==> config.mk <==
export PLATFORM = sky130hd
export DESIGN_NAME = loan_io_uart_ctrl
export DESIGN_NICKNAME = d
export VERILOG_FILES = /design/src/rtl/loan_uart_pkg.sv /design/src/rtl/loan_io_uart_ctrl_rx.sv /design/src/rtl/loan_io_uart_ctrl.sv
export SDC_FILE = /design/constraint.sdc
export NUM_CORES = 1
export LEC_CHECK = 0
export CORE_MARGIN = 2
export CORE_UTILIZATION = 42
export DETAILED_ROUTE_END_ITERATION = 8
export PLACE_DENSITY = 0.88
export SYNTH_ARGS = -nofsm -noshare
export SYNTH_HDL_FRONTEND = slang
export SYNTH_SLANG_ARGS = --single-unit
==> constraint.sdc <==
create_clock -name clk -period 3.6 [get_ports clk]
set_input_delay 0.72 -clock clk [delete_from_list [all_inputs] [get_ports clk]]
set_output_delay 0.72 -clock clk [all_outputs]
set_load 0.005 [all_outputs]
==> src/rtl/loan_uart_pkg.sv <==
// loan_uart_pkg
// Shared types and helpers for the loan-IO UART controller.
//   rx_state_t / tx_state_t : receiver and transmitter FSM encodings
//   calc_div                : clocks per bit, rounded to nearest
//   LOAN_RX_PIN/LOAN_TX_PIN : default loan-IO indices for UART RX/TX
package loan_uart_pkg;

  localparam int LOAN_RX_PIN = 49;
  localparam int LOAN_TX_PIN = 50;

  typedef enum logic [2:0] {
    RX_IDLE,
    RX_START,
    RX_DATA,
    RX_STOP,
    RX_WAIT_HIGH
  } rx_state_t;

  typedef enum logic [1:0] {
    TX_IDLE,
    TX_START,
    TX_DATA,
    TX_STOP
  } tx_state_t;

  function automatic int calc_div(input int clk_hz, input int baud);
    return (clk_hz + baud / 2) / baud;
  endfunction

endpackage

==> src/rtl/loan_io_uart_ctrl_rx.sv <==
// loan_io_uart_ctrl_rx
// 8N1 UART receiver: 2-flop synchroniser, bit-timing FSM, output
// register with valid/ready handshake, sticky overrun and frame error pulse.
// Ports:
//   clk, reset      : clock, synchronous active-high reset
//   rx_pin          : asynchronous serial input
//   rx_data/valid   : received byte, held until rx_ready
//   rx_ready        : consumer accepts rx_data
//   rx_overrun      : sticky, a byte was dropped while rx_valid pending
//   frame_err       : one-cycle pulse on a bad stop bit
//
// state        | meaning
// -------------+---------------------------------------------
// RX_IDLE      | line high, waiting for a falling edge
// RX_START     | timing to mid start bit, reject glitches
// RX_DATA      | sampling 8 data bits, LSB first
// RX_STOP      | sampling stop bit, deliver or flag error
// RX_WAIT_HIGH | bad frame, wait for line to return high
module loan_io_uart_ctrl_rx
  import loan_uart_pkg::*;
#(
  parameter int DIV = 434
) (
  input  logic       clk,
  input  logic       reset,
  input  logic       rx_pin,
  output logic [7:0] rx_data,
  output logic       rx_valid,
  input  logic       rx_ready,
  output logic       rx_overrun,
  output logic       frame_err
);

  localparam int CNT_W = (DIV > 1) ? $clog2(DIV) : 1;
  localparam logic [CNT_W-1:0] FULL = CNT_W'(DIV - 1);
  localparam logic [CNT_W-1:0] HALF = CNT_W'((DIV >= 2) ? (DIV / 2 - 1) : 0);

  logic             sync_1, sync_2;
  rx_state_t        state_q, state_d;
  logic [CNT_W-1:0] cnt_q, cnt_d;
  logic [2:0]       bit_q, bit_d;
  logic [7:0]       shift_q, shift_d;
  logic [7:0]       data_d;
  logic             valid_d, overrun_d, ferr_d;

  always_ff @(posedge clk) begin
    if (reset) begin
      sync_1 <= 1'b1;
      sync_2 <= 1'b1;
    end else begin
      sync_1 <= rx_pin;
      sync_2 <= sync_1;
    end
  end

  always_ff @(posedge clk) begin
    if (reset) begin
      state_q    <= RX_IDLE;
      cnt_q      <= '0;
      bit_q      <= '0;
      shift_q    <= '0;
      rx_data    <= '0;
      rx_valid   <= 1'b0;
      rx_overrun <= 1'b0;
      frame_err  <= 1'b0;
    end else begin
      state_q    <= state_d;
      cnt_q      <= cnt_d;
      bit_q      <= bit_d;
      shift_q    <= shift_d;
      rx_data    <= data_d;
      rx_valid   <= valid_d;
      rx_overrun <= overrun_d;
      frame_err  <= ferr_d;
    end
  end

  always_comb begin
    state_d   = state_q;
    cnt_d     = cnt_q;
    bit_d     = bit_q;
    shift_d   = shift_q;
    data_d    = rx_data;
    valid_d   = rx_valid & ~rx_ready;
    overrun_d = rx_overrun;
    ferr_d    = 1'b0;
    case (state_q)
      RX_IDLE: begin
        if (!sync_2) begin
          state_d = RX_START;
          cnt_d   = HALF;
        end
      end
      RX_START: begin
        if (cnt_q != '0) begin
          cnt_d = cnt_q - 1'b1;
        end else if (sync_2) begin
          state_d = RX_IDLE;
        end else begin
          state_d = RX_DATA;
          cnt_d   = FULL;
          bit_d   = '0;
        end
      end
      RX_DATA: begin
        if (cnt_q != '0) begin
          cnt_d = cnt_q - 1'b1;
        end else begin
          shift_d = {sync_2, shift_q[7:1]};
          cnt_d   = FULL;
          if (bit_q == 3'd7) state_d = RX_STOP;
          else               bit_d   = bit_q + 1'b1;
        end
      end
      RX_STOP: begin
        if (cnt_q != '0) begin
          cnt_d = cnt_q - 1'b1;
        end else if (sync_2) begin
          state_d = RX_IDLE;
          // An accept in this same cycle frees the register for the new byte.
          if (rx_valid && !rx_ready) begin
            overrun_d = 1'b1;
          end else begin
            data_d  = shift_q;
            valid_d = 1'b1;
          end
        end else begin
          ferr_d  = 1'b1;
          state_d = RX_WAIT_HIGH;
        end
      end
      RX_WAIT_HIGH: begin
        if (sync_2) state_d = RX_IDLE;
      end
      default: state_d = RX_IDLE;
    endcase
  end

endmodule

==> src/rtl/loan_io_uart_ctrl.sv <==
// loan_io_uart_ctrl
// 8N1 UART over HPS loan-IO pins: RX on loan_in[RX_PIN], TX on
// loan_out[TX_PIN]. Drives the full loan-IO out/oe vectors.
// Ports:
//   clk, reset          : clock, synchronous active-high reset
//   loan_in/out/oe      : h2f loan-IO vectors
//   tx_data/valid/ready : host-bound byte stream
//   rx_data/valid/ready : fabric-bound byte stream
//   rx_overrun          : sticky dropped-byte flag
//   frame_err           : one-cycle bad stop bit pulse
// Build option: LOAN_UART_LOOPBACK_EN feeds the TX line back into the
// receiver internally, releases all pads (oe = 0) and parks TX high.
//
// state    | meaning
// ---------+-----------------------------------
// TX_IDLE  | line high, tx_ready asserted
// TX_START | driving start bit (0)
// TX_DATA  | driving 8 data bits, LSB first
// TX_STOP  | driving stop bit (1)
module loan_io_uart_ctrl
  import loan_uart_pkg::*;
#(
  parameter int CLK_HZ = 50000000,
  parameter int BAUD   = 115200,
  parameter int RX_PIN = LOAN_RX_PIN,
  parameter int TX_PIN = LOAN_TX_PIN,
  parameter int LOAN_W = 67
) (
  input  logic              clk,
  input  logic              reset,
  input  logic [LOAN_W-1:0] loan_in,
  output logic [LOAN_W-1:0] loan_out,
  output logic [LOAN_W-1:0] loan_oe,
  input  logic [7:0]        tx_data,
  input  logic              tx_valid,
  output logic              tx_ready,
  output logic [7:0]        rx_data,
  output logic              rx_valid,
  input  logic              rx_ready,
  output logic              rx_overrun,
  output logic              frame_err
);

  localparam int DIV   = calc_div(CLK_HZ, BAUD);
  localparam int CNT_W = (DIV > 1) ? $clog2(DIV) : 1;
  localparam logic [CNT_W-1:0] FULL = CNT_W'(DIV - 1);

  tx_state_t        tx_state_q, tx_state_d;
  logic [CNT_W-1:0] tx_cnt_q, tx_cnt_d;
  logic [2:0]       tx_bit_q, tx_bit_d;
  logic [7:0]       tx_shift_q, tx_shift_d;
  logic             tx_line_q, tx_line_d;
  logic             rx_src;
  logic             unused_loan_in;

  always_ff @(posedge clk) begin
    if (reset) begin
      tx_state_q <= TX_IDLE;
      tx_cnt_q   <= '0;
      tx_bit_q   <= '0;
      tx_shift_q <= '0;
      tx_line_q  <= 1'b1;
    end else begin
      tx_state_q <= tx_state_d;
      tx_cnt_q   <= tx_cnt_d;
      tx_bit_q   <= tx_bit_d;
      tx_shift_q <= tx_shift_d;
      tx_line_q  <= tx_line_d;
    end
  end

  always_comb begin
    tx_state_d = tx_state_q;
    tx_cnt_d   = tx_cnt_q;
    tx_bit_d   = tx_bit_q;
    tx_shift_d = tx_shift_q;
    tx_line_d  = tx_line_q;
    tx_ready   = (tx_state_q == TX_IDLE);
    case (tx_state_q)
      TX_IDLE: begin
        if (tx_valid) begin
          tx_state_d = TX_START;
          tx_line_d  = 1'b0;
          tx_cnt_d   = FULL;
          tx_shift_d = tx_data;
          tx_bit_d   = '0;
        end
      end
      TX_START: begin
        if (tx_cnt_q != '0) begin
          tx_cnt_d = tx_cnt_q - 1'b1;
        end else begin
          tx_state_d = TX_DATA;
          tx_line_d  = tx_shift_q[0];
          tx_shift_d = tx_shift_q >> 1;
          tx_cnt_d   = FULL;
        end
      end
      TX_DATA: begin
        if (tx_cnt_q != '0) begin
          tx_cnt_d = tx_cnt_q - 1'b1;
        end else begin
          tx_cnt_d = FULL;
          if (tx_bit_q == 3'd7) begin
            tx_state_d = TX_STOP;
            tx_line_d  = 1'b1;
          end else begin
            tx_line_d  = tx_shift_q[0];
            tx_shift_d = tx_shift_q >> 1;
            tx_bit_d   = tx_bit_q + 1'b1;
          end
        end
      end
      TX_STOP: begin
        if (tx_cnt_q != '0) tx_cnt_d   = tx_cnt_q - 1'b1;
        else                tx_state_d = TX_IDLE;
      end
      default: tx_state_d = TX_IDLE;
    endcase
  end

  // Only loan_in[RX_PIN] is functional; the rest is deliberately ignored.
  assign unused_loan_in = ^loan_in;

`ifdef LOAN_UART_LOOPBACK_EN
  assign rx_src = tx_line_q;
  always_comb begin
    loan_oe          = '0;
    loan_out         = '0;
    loan_out[TX_PIN] = 1'b1;
  end
`else
  assign rx_src = loan_in[RX_PIN];
  always_comb begin
    loan_oe          = '0;
    loan_oe[TX_PIN]  = 1'b1;
    loan_out         = '0;
    loan_out[TX_PIN] = tx_line_q;
  end
`endif

  loan_io_uart_ctrl_rx #(.DIV(DIV)) u_rx (
    .clk        (clk),
    .reset      (reset),
    .rx_pin     (rx_src),
    .rx_data    (rx_data),
    .rx_valid   (rx_valid),
    .rx_ready   (rx_ready),
    .rx_overrun (rx_overrun),
    .frame_err  (frame_err)
  );

endmodule

==> impl_metrics.env <==
export IMPL_status="completed"
export IMPL_die_h_um=100
export IMPL_setup_ws_ps=905
export IMPL_diodes=0
export IMPL_start_util=0.428
export IMPL_wl_met2_mm=3.37
export IMPL_cts_max_path_buffers=2
export IMPL_synthFlopType="dfxtp_1"
export IMPL_slew_viol_final=0
export IMPL_grt_pass1_wl_mm=11.1
export IMPL_vias=2899
export IMPL_drc=0
export IMPL_first_global_vias=2567
export IMPL_synthMostInstantiatedCell="buf_4"
export IMPL_wl_met1_mm=2.87
export IMPL_synthArstFlopShare=0
export IMPL_arrival_ps=2970
export IMPL_synth_largest_area_cell="dfxtp_1"
export IMPL_cts_sinks=59
export IMPL_post_route_util=0.429
export IMPL_core_mm2=0.00911
export IMPL_worst_pin_slew_ps=950
export IMPL_row_count=35
export IMPL_dr_pass1_iters=5
export IMPL_crit_path_cell_trace="inv_1 > ha_1 > or3b_2 > or3_1 > or3_1 > nor3_4 > mux2_2"
export IMPL_overflow=0
export IMPL_endpoint_kind="register"
export IMPL_place_congestion=0.920
export IMPL_drtIter0Drc=155
export IMPL_nets=582
export IMPL_crit_path_top_delay_cell="or3_1"
export IMPL_setup_tns_ps=0
export IMPL_setup_viol=0
export IMPL_synth_seq_cells=59
export IMPL_ys_top_cells_by_count="buf_4 (136), dfxtp_1 (59), nor2_1 (47), a21oi_1 (27), nand2_1 (27)"
export IMPL_cpPeakStageDelay_ps=560
export IMPL_cts_tree="yes"
export IMPL_skew_ps=9.01
export IMPL_post_cts_resized=0
export IMPL_hpwl_mm=4.95
export IMPL_clkTransAtPathRegs_ps=70
export IMPL_hold_depth=1
export IMPL_synthDistinctLibCells=50
export IMPL_die_width_um=100
export IMPL_dr_max_layer_used="met4"
export IMPL_path_class="register to register"
export IMPL_synth_edff_count=0
export IMPL_cts_setup_buffers=0
export IMPL_numCtsBuffers=9
export IMPL_grt_use_total=0.134
export IMPL_cts_max_level=3
export IMPL_synth_top_cell_area_share=0.303
export IMPL_syn_avg_cell_area_um2=8.24
export IMPL_cp_max_fo=9
export IMPL_wire_per_inst_um=11.2
export IMPL_rsz0062_at_grt="no"
export IMPL_syn_cell_area_mm2=0.00390
export IMPL_grt_max_degree=32
export IMPL_syn_inst=473
export IMPL_min_period_ps=2700
export IMPL_reg2regPathDepth=7
export IMPL_area_growth_pct=0.353
export IMPL_worstPathRequired_ps=3880
export IMPL_place_area_mm2=0.00372
export IMPL_p_per_area_mw_per_mm2=632
export IMPL_finalCritPeriodShare=0.749
export IMPL_clk_latency_ps=340
export IMPL_stdcell_area_mm2=0.00391
export IMPL_io_pins=225
export IMPL_die_area_mm2=0.0101
export IMPL_yosysWarnings=0
export IMPL_drt_vias_per_instance=4.77
export IMPL_max_freq_mhz=371
export IMPL_postCtsHoldBufs=0
export IMPL_dp_slack_ps=918
export IMPL_synthTopCellsByArea="dfxtp_1 (30%), buf_4 (26%), nor2_1 (4.5%)"
export IMPL_io_buffers=25
export IMPL_path_common_cell="or3_1"
export IMPL_ff2ff_setup_slack_ps=900
export IMPL_wl_met3_um=511
export IMPL_hp_class="register to register"
export IMPL_slew_headroom=0.367
export IMPL_postRouteAntennaNets=0
export IMPL_peakVddDrop_mv=0.447
export IMPL_grt_antenna_before_repair=0
export IMPL_drive_gt1_frac=0.0704
export IMPL_cap_viol_max_count=0
export IMPL_wirelength_mm=6.82
export IMPL_leakage_nw=1.75
export IMPL_seq_area_frac_synth=0.303
export IMPL_cp_start_kind="register"
export IMPL_hold_viol=0
export IMPL_root_buffer="clkbuf_8"
## cell type report
class                   count  area (µm²)
repair buffers             29         275
multi-input cells         385        2090
clock inverters             1        5.00
fillers                   857        5200
clock buffers              15         186
inverters                   8        30.0
well taps                 111         139
flip-flops and latches     59        1180
## stage by stage
stage	hold slack, ps	std cells	power (mW)
after floorplan	389	604	1.76
after global placement	432	592	1.84
after detailed placement	434	592	1.89
after CTS	442	608	2.47
after global routing	454	608	2.65
final	445	608	2.47
## placed cells by master (no fill, tap or decap), types with 3 or more instances in the layout
cell,instances
a211oi_1,14
a21boi_0,4
a21oi_1,27
a22o_1,6
a31oi_1,5
buf_4,4
clkbuf_8,13
clkdlybuf4s50_1,24
conb_1,133
dfxtp_1,59
ha_1,11
inv_1,8
mux2i_1,17
nand2_1,27
nand2b_1,6
nand3b_1,3
nor2_1,47
nor3_1,12
nor3b_1,3
nor4_1,7
o21ai_0,11
o22ai_1,6
or2_2,6
or3_1,3
## cells by family (layout without fill, tap and decap cells)
kind of cell | after synthesis | in the layout | synth area share
xor gates and xnor gates | 2 | 2 | 0.00450
DFF | 59 | 59 | 0.303
muxes | 19 | 19 | 0.0495
adders and majority gates | 11 | 11 | 0.0353
other | 2 | 133 | 0.00193
and+or+nand+nor | 132 | 132 | 0.171
AOI/OAI and AO/OA | 88 | 88 | 0.149
buffers and inverters | 160 | 53 | 0.286
## power by group
group	total, mW	leakage, nW	internal, mW	switching, mW
sequential	0.846	0.481	0.755	0.0915
clock	0.571	0.0997	0.325	0.246
combinational	1.06	1.17	0.436	0.620
total	2.47	1.75	1.51	0.958
## metal layers
metal  vias to the layer above  global-route usage
li1                       1398                   -
met3                        12              0.0439
met5                         -                   0
met2                       154               0.228
met4                         0              0.0485
met1                      1335               0.158
## sequential cells by signal (all words and copies together), names as in the netlist
signal,flops
tx_cnt_q,9
u_rx.cnt_q,9
tx_shift_q,8
u_rx.rx_data,8
u_rx.shift_q,8
tx_bit_q,3
u_rx.bit_q,3
u_rx.state_q,3
tx_state_q,2
tx_line_q,1
u_rx.frame_err,1
u_rx.rx_overrun,1
u_rx.rx_valid,1
u_rx.sync_1,1
u_rx.sync_2,1
## worst max-delay path, delay by kind of cell, from the launching register on
kind,cells,cell delay [ps]
AND/OR/NAND/NOR,4,1760
flip-flops,1,360
multiplexers,1,170
adder cells (fa/ha/maj),1,260
buffers and inverters,1,90
## path summary, 6_finish.rpt
path | startpoint | to
worst min register to register | u_rx.sync_1$_SDFF_PP1_ | u_rx.sync_2$_SDFF_PP1_
worst min-delay path | u_rx.sync_1$_SDFF_PP1_ | u_rx.sync_2$_SDFF_PP1_
worst max register to register | u_rx.cnt_q[0]$_SDFFE_PP0P_ | u_rx.bit_q[0]$_SDFFE_PP0P_
worst max-delay path | u_rx.cnt_q[0]$_SDFFE_PP0P_ | u_rx.bit_q[0]$_SDFFE_PP0P_
Note: power is estimated with default switching activity, not from simulation.
